### config.mk
export PLATFORM = sky130hd
export DESIGN_NAME = alu_core
export DESIGN_NICKNAME = d
export VERILOG_FILES = /design/src/rtl/def_pkg.sv /design/src/rtl/alu_mul_pipe.sv /design/src/rtl/alu_core.sv
export SDC_FILE = /design/constraint.sdc
export NUM_CORES = 1
export LEC_CHECK = 0
export BUFFER_PORTS_ARGS = -buffer_cell sky130_fd_sc_hd__buf_2
export CORE_AREA = 2 2 124 126
export DETAILED_ROUTE_END_ITERATION = 10
export DIE_AREA = 0 0 126 128
export GPL_TIMING_DRIVEN = 0
export PLACE_DENSITY_LB_ADDON = 0.15
export SYNTH_ARGS = -nofsm -noshare
export SYNTH_HDL_FRONTEND = slang
export SYNTH_HIERARCHICAL = 1
export SYNTH_SLANG_ARGS = --single-unit
### constraint.sdc
create_clock -name clk -period 6.8 [get_ports clk]
set_input_delay 0.68 -clock clk [delete_from_list [all_inputs] [get_ports clk]]
set_output_delay 0.68 -clock clk [all_outputs]
set_load 0.1 [all_outputs]
### src/rtl/def_pkg.sv
// ---------------------------------------------------------------------------
// def_pkg
// Shared definitions for the ALU core:
//   operation_t          3-bit opcode presented on the alu_core op port
//   MUL_LATENCY_DEFAULT  default accept-to-done latency of a multiply
// ---------------------------------------------------------------------------
package def_pkg;

    typedef enum logic [2:0] {
        no_op      = 3'b000,
        add_op     = 3'b001,
        and_op     = 3'b010,
        xor_op     = 3'b011,
        mul_op     = 3'b100,
        unused5_op = 3'b101,
        unused6_op = 3'b110,
        rst_op     = 3'b111
    } operation_t;

    localparam int MUL_LATENCY_DEFAULT = 3;

endpackage

### src/rtl/alu_mul_pipe.sv
// ---------------------------------------------------------------------------
// alu_mul_pipe
// 8x8 -> 16 unsigned multiplier, LATENCY register stages deep. The product
// of the operands sampled at edge N appears on product after edge
// N+LATENCY-1, i.e. it is stable in time for edge N+LATENCY to capture it.
// Ports:
//   clk      rising-edge clock
//   reset_n  asynchronous active-low reset, clears every stage
//   a, b     unsigned operands
//   product  registered full-width product
// ---------------------------------------------------------------------------
module alu_mul_pipe #(
    parameter int LATENCY = 3
) (
    input  logic        clk,
    input  logic        reset_n,
    input  logic [7:0]  a,
    input  logic [7:0]  b,
    output logic [15:0] product
);

    genvar gi;
    generate
        for (gi = 0; gi < LATENCY; gi++) begin : gen_stage
            logic [15:0] q_reg;
            if (gi == 0) begin : gen_first
                always_ff @(posedge clk or negedge reset_n) begin
                    if (!reset_n) begin
                        q_reg <= '0;
                    end else begin
                        q_reg <= {8'h00, a} * {8'h00, b};
                    end
                end
            end else begin : gen_rest
                always_ff @(posedge clk or negedge reset_n) begin
                    if (!reset_n) begin
                        q_reg <= '0;
                    end else begin
                        q_reg <= gen_stage[gi-1].q_reg;
                    end
                end
            end
        end
    endgenerate

    assign product = gen_stage[LATENCY-1].q_reg;

endmodule

### src/rtl/alu_core.sv
// ---------------------------------------------------------------------------
// alu_core
// Single-command ALU with a start/done handshake. A command is accepted in
// IDLE on a rising edge with start=1; add/and/xor/no-op finish one edge
// later, multiply finishes MUL_LATENCY edges later, rst_op clears the result
// silently. After completion the FSM waits in RELEASE until start drops.
// Ports:
//   clk      rising-edge clock
//   reset_n  asynchronous active-low reset (release is synchronised)
//   A, B     unsigned 8-bit operands
//   op       opcode (operation_t)
//   start    command request, held by requester until done is seen
//   done     one-cycle completion pulse
//   result   16-bit result, updated on the edge done rises
// ---------------------------------------------------------------------------
module alu_core
    import def_pkg::*;
#(
    parameter int MUL_LATENCY = MUL_LATENCY_DEFAULT
) (
    input  logic        clk,
    input  logic        reset_n,
    input  logic [7:0]  A,
    input  logic [7:0]  B,
    input  operation_t  op,
    input  logic        start,
    output logic        done,
    output logic [15:0] result
);

    typedef enum logic [2:0] {
        IDLE,
        EXEC,
        MUL,
        DONE,
        RELEASE
    } state_t;

    localparam int CNT_W = (MUL_LATENCY > 1) ? $clog2(MUL_LATENCY) : 1;

    state_t             state_reg;
    logic [7:0]         a_reg;
    logic [7:0]         b_reg;
    operation_t         op_reg;
    logic [CNT_W-1:0]   cnt_reg;
    logic               done_reg;
    logic [15:0]        result_reg;
    logic [1:0]         sync_reg;
    logic               run;
    logic [15:0]        mul_product;

    // Reset release is passed through two flops so the FSM makes its first
    // move no earlier than the second edge after reset_n rises.
    always_ff @(posedge clk or negedge reset_n) begin
        if (!reset_n) begin
            sync_reg <= 2'b00;
        end else begin
            sync_reg <= {sync_reg[0], 1'b1};
        end
    end

    assign run = sync_reg[1];

    // The pipe samples the operand ports every cycle; only the product that
    // entered on the accept edge is still at the output when MUL captures it,
    // so later A/B changes have no effect on the command in flight.
    alu_mul_pipe #(
        .LATENCY (MUL_LATENCY)
    ) u_mul (
        .clk     (clk),
        .reset_n (reset_n),
        .a       (A),
        .b       (B),
        .product (mul_product)
    );

    always_ff @(posedge clk or negedge reset_n) begin
        if (!reset_n) begin
            state_reg  <= IDLE;
            a_reg      <= '0;
            b_reg      <= '0;
            op_reg     <= no_op;
            cnt_reg    <= '0;
            done_reg   <= 1'b0;
            result_reg <= '0;
        end else if (run) begin
            case (state_reg)
                IDLE: begin
                    done_reg <= 1'b0;
                    if (start) begin
                        a_reg  <= A;
                        b_reg  <= B;
                        op_reg <= op;
                        if (op == mul_op) begin
                            cnt_reg   <= CNT_W'(MUL_LATENCY - 1);
                            state_reg <= MUL;
                        end else begin
                            state_reg <= EXEC;
                        end
                    end
                end
                EXEC: begin
                    case (op_reg)
                        add_op: begin
                            result_reg <= {8'h00, a_reg} + {8'h00, b_reg};
                            done_reg   <= 1'b1;
                            state_reg  <= DONE;
                        end
                        and_op: begin
                            result_reg <= {8'h00, a_reg & b_reg};
                            done_reg   <= 1'b1;
                            state_reg  <= DONE;
                        end
                        xor_op: begin
                            result_reg <= {8'h00, a_reg ^ b_reg};
                            done_reg   <= 1'b1;
                            state_reg  <= DONE;
                        end
                        rst_op: begin
                            // Silent clear: no done pulse, straight to RELEASE.
                            result_reg <= '0;
                            state_reg  <= RELEASE;
                        end
                        default: begin
                            // no_op and unused codes complete without touching result.
                            done_reg  <= 1'b1;
                            state_reg <= DONE;
                        end
                    endcase
                end
                MUL: begin
                    if (cnt_reg == '0) begin
                        result_reg <= mul_product;
                        done_reg   <= 1'b1;
                        state_reg  <= DONE;
                    end else begin
                        cnt_reg <= cnt_reg - CNT_W'(1);
                    end
                end
                DONE: begin
                    // First RELEASE-like cycle: a requester that already
                    // dropped start goes straight back to IDLE.
                    done_reg  <= 1'b0;
                    state_reg <= start ? RELEASE : IDLE;
                end
                RELEASE: begin
                    if (!start) begin
                        state_reg <= IDLE;
                    end
                end
                default: begin
                    done_reg  <= 1'b0;
                    state_reg <= IDLE;
                end
            endcase
        end
    end

    assign done   = done_reg;
    assign result = result_reg;

endmodule

==> summary.txt <==
Run status
  – Status: completed

CTS
  – H-Tree Depth: 3
  – CTS resizes: 0
  – Post CTS Setup Buffer Count: 0
  – Clk sinks: 91
  – CTS max path bufs: 2
  – Latest clock arrival within the worst-skew pair: 340 ps
  – CTS clk-pin slew, worst paths: 70 ps
  – CTS Buf Count: 9
  – CTS Hold Bufs: 0
  – TritonCTS clock tree: yes
  – CTS root buf: clkbuf_16

Floorplanning
  – Initial Util: 0.392
  – Boundary pin count: 39
  – Chip height: 128 um
  – Die ar.: 0.0161 mm2
  – Core box area: 0.0149 mm2
  – Die width: 126 um
  – Cell row count: 45

Placed design
  – Post-DP HPWL: 9.32 mm
  – IO buf count: 38
  – Pre-CTS setup slack: 1950 ps
  – Routability Congestion: 0.810

Global routing
  – Total GRT Usage: 0.162
  – First-pass GRT wire length: 20.6 mm
  – Initial antenna violation count: 0
  – Gr ovfl total: 0
  – Largest net degree at the start of global routing: 63
  – Vias in the first global route: 4034

Setup path
  – Required time worst endpoint: 7050 ps
  – Cell-by-cell trace of the critical path: buf_2, and2_1, fa_1, inv_1, fa_1, inv_1, fa_1, inv_1, fa_1, inv_1, ha_1, and2_4, a221oi_2, nand3_1, and3_1, a211oi_2
  – Critical path arrival: 4700 ps
  – Slowest cell on crit path: fa_1
  – RR Startpoint: b_reg[0]$_DFFE_PN0P_
  – Crit. Startpoint: A[3]
  – Largest fanout on the critical path: 9
  – Slowest cell delay on critical path: 530 ps
  – Setup CP Type: in2reg
  – Element type at the critical path end: register
  – Startpoint Class: primary input

Power and ir drop
  – Leakage power: 3.19 nW
  – Maximum vdd ir drop: 0.168 mV
  – Total power: 0.00309 W
  – Pwr/cell area: 470 mW/mm2

Yosys
  – Register bit count reported by yosys: 91
  – Mapped Cells: 529
  – EDFF count, synth: 0
  – FFs w/ async S/R, synth: 1.00
  – Xor/xnor share of the synthesized area: 0.0240
  – Mux contribution to synthesized area: 0.0457
  – Average size of a mapped cell: 11.0 um2
  – Sequential area share after synthesis: 0.391
  – Post-Synth Adder-Cell Area: 0.224
  – Post-Syn Nets: 633
  – Synthesized area: 0.00583 mm2
  – Largest family of logic cells by synthesized area: adder cells
  – Complex-gate fraction of the synthesized area: 0.119
  – Most used DFF post-synth: dfrtp_1
  – Yosys cell types: 67
  – YS warnings: 6
  – Synth Area in Simple Gates: 0.147

Timing
  – Worst Max-Slew Pin Slew: 628 ps
  – Min setup slack post-route: 2350 ps
  – Fmax: 225 MHz
  – Setup tns final: 0 ps
  – Min cycle time layout: 4450 ps
  – Final Max Slew Viols: 0
  – Final period util: 0.655
  – Hold Vio Cnt, Final: 0
  – RSZ-0062 raised after global routing: no
  – Max_slew headroom: 0.579
  – Setup Viol. Count Final: 0
  – Skew final: 4.77 ps

Detailed routing
  – Iteration-0 DRC Markers: 252
  – DR vias/cell: 5.09
  – DRT Wirelength: 12.2 mm
  – Total vias in the final route: 3932
  – DRC: 0
  – Routed wire per std cell: 15.8 um
  – Drt first pass iters: 4
  – Routed Antenna Nets: 0

Finish
  – # diodes: 0
  – Share of cells above drive strength 1: 0.164
  – P&R area growth vs syn: 12.8%
  – Fin util: 0.442
  – Max FFs per register: 32
  – Final #Nets: 683
  – Fill cells: 1409

Min path
  – Type of the most critical hold path: in2async

Job
  – Maxcap violations: 0
cell families after synthesis:
logic type | count (synthesis)
compound gates | 93
xor+xnor | 16
fa+ha+maj | 82
buf+inv | 70
flops | 91
mux | 24
other cells | 1
simple gates | 152
synthesized netlist by cell type, types with 4 or more instances:
cell type | number | area [um2]
nand2_1 | 40 | 150
nand3_1 | 5 | 25.0
mux2_1 | 14 | 158
mux2_2 | 7 | 78.8
a21oi_1 | 16 | 80.1
buf_2 | 7 | 35.0
o21ai_0 | 17 | 85.1
o31ai_2 | 5 | 62.6
fa_1 | 37 | 741
xor2_1 | 7 | 61.3
inv_1 | 57 | 214
o21ai_1 | 7 | 35.0
o211ai_1 | 5 | 37.5
xnor2_1 | 9 | 78.8
nor2b_1 | 4 | 25.0
nor2_1 | 22 | 82.6
a22o_1 | 8 | 70.1
o21a_1 | 4 | 30.0
and2_1 | 50 | 313
a211o_1 | 5 | 43.8
ha_1 | 45 | 563
dfrtp_1 | 91 | 2280
cell type report:
class	instances	area, um2	share of cell area
plain buffers	12	68.8	0.0105
clock buffers	9	225	0.0343
clock inverters	7	65.1	0.00990
inverters	58	218	0.0331
multi-input cells	368	3270	0.497
flip-flops and latches	91	2280	0.346
well taps	188	235	0.0358
repair buffers	39	220	0.0335
routing by layer:
layer,wire [um],up-vias,global-route usage
met2,5880,66,0.269
met1,5800,1963,0.222
met4,169,0,0.0459
met5,0,-,0
met3,324,12,0.0246
li1,-,1891,-
cells in the final DEF, fill, tap and decap left out, types with 7 or more instances in the layout:
cell type,instances
buf_2,44
mux2_1,14
a21oi_1,16
a22o_1,8
inv_1,57
clkbuf_16,9
ha_1,45
and2_1,50
nand2_1,40
nor2_1,22
o21ai_0,17
fa_1,37
xnor2_1,9
dfrtp_1,91
o21ai_1,7
mux2_2,7
xor2_1,7
power breakdown:
part / switching, W / internal, W
clock network: 0.000226 / 0.000259
registers: 0.000109 / 0.000770
logic: 0.00111 / 0.000621
path summary, 6_finish.rpt:
kind	end	slack, ps	cells after the start
max in group asynchronous	b_reg[2]$_DFFE_PN0P_	5910	2
worst min-delay path	u_mul/gen_stage[1].q_reg[15]$_DFF_PN0_	260	1
worst max register to register	result[8]$_DFFE_PN0P_	4390	7
worst min register to register	u_mul/gen_stage[1].q_reg[5]$_DFF_PN0_	350	0
min in group clk	u_mul/gen_stage[1].q_reg[5]$_DFF_PN0_	350	0
worst max-delay path	u_mul/gen_stage[0].q_reg[15]$_DFF_PN0_	2350	16
worst max-delay path, delay by kind of cell:
kind | cells | cell delay, ps
AO/OA/AOI/OAI | 2 | 490
adder cells (fa/ha/maj) | 5 | 2430
buffers and inverters | 5 | 390
AND/OR/NAND/NOR | 4 | 700
metrics by stage:
| stage | hold WS (ps) | instance area, um2 | instances |
|---|---|---|---|
| global placement | 332 | 6250 | 755 |
| finish | 262 | 6580 | 772 |
| detailed placement | 335 | 6280 | 756 |
| CTS | 265 | 6580 | 772 |
| global route | 276 | 6580 | 772 |
| floorplan | 331 | 5830 | 529 |
Power figures use the tool's default switching activity.
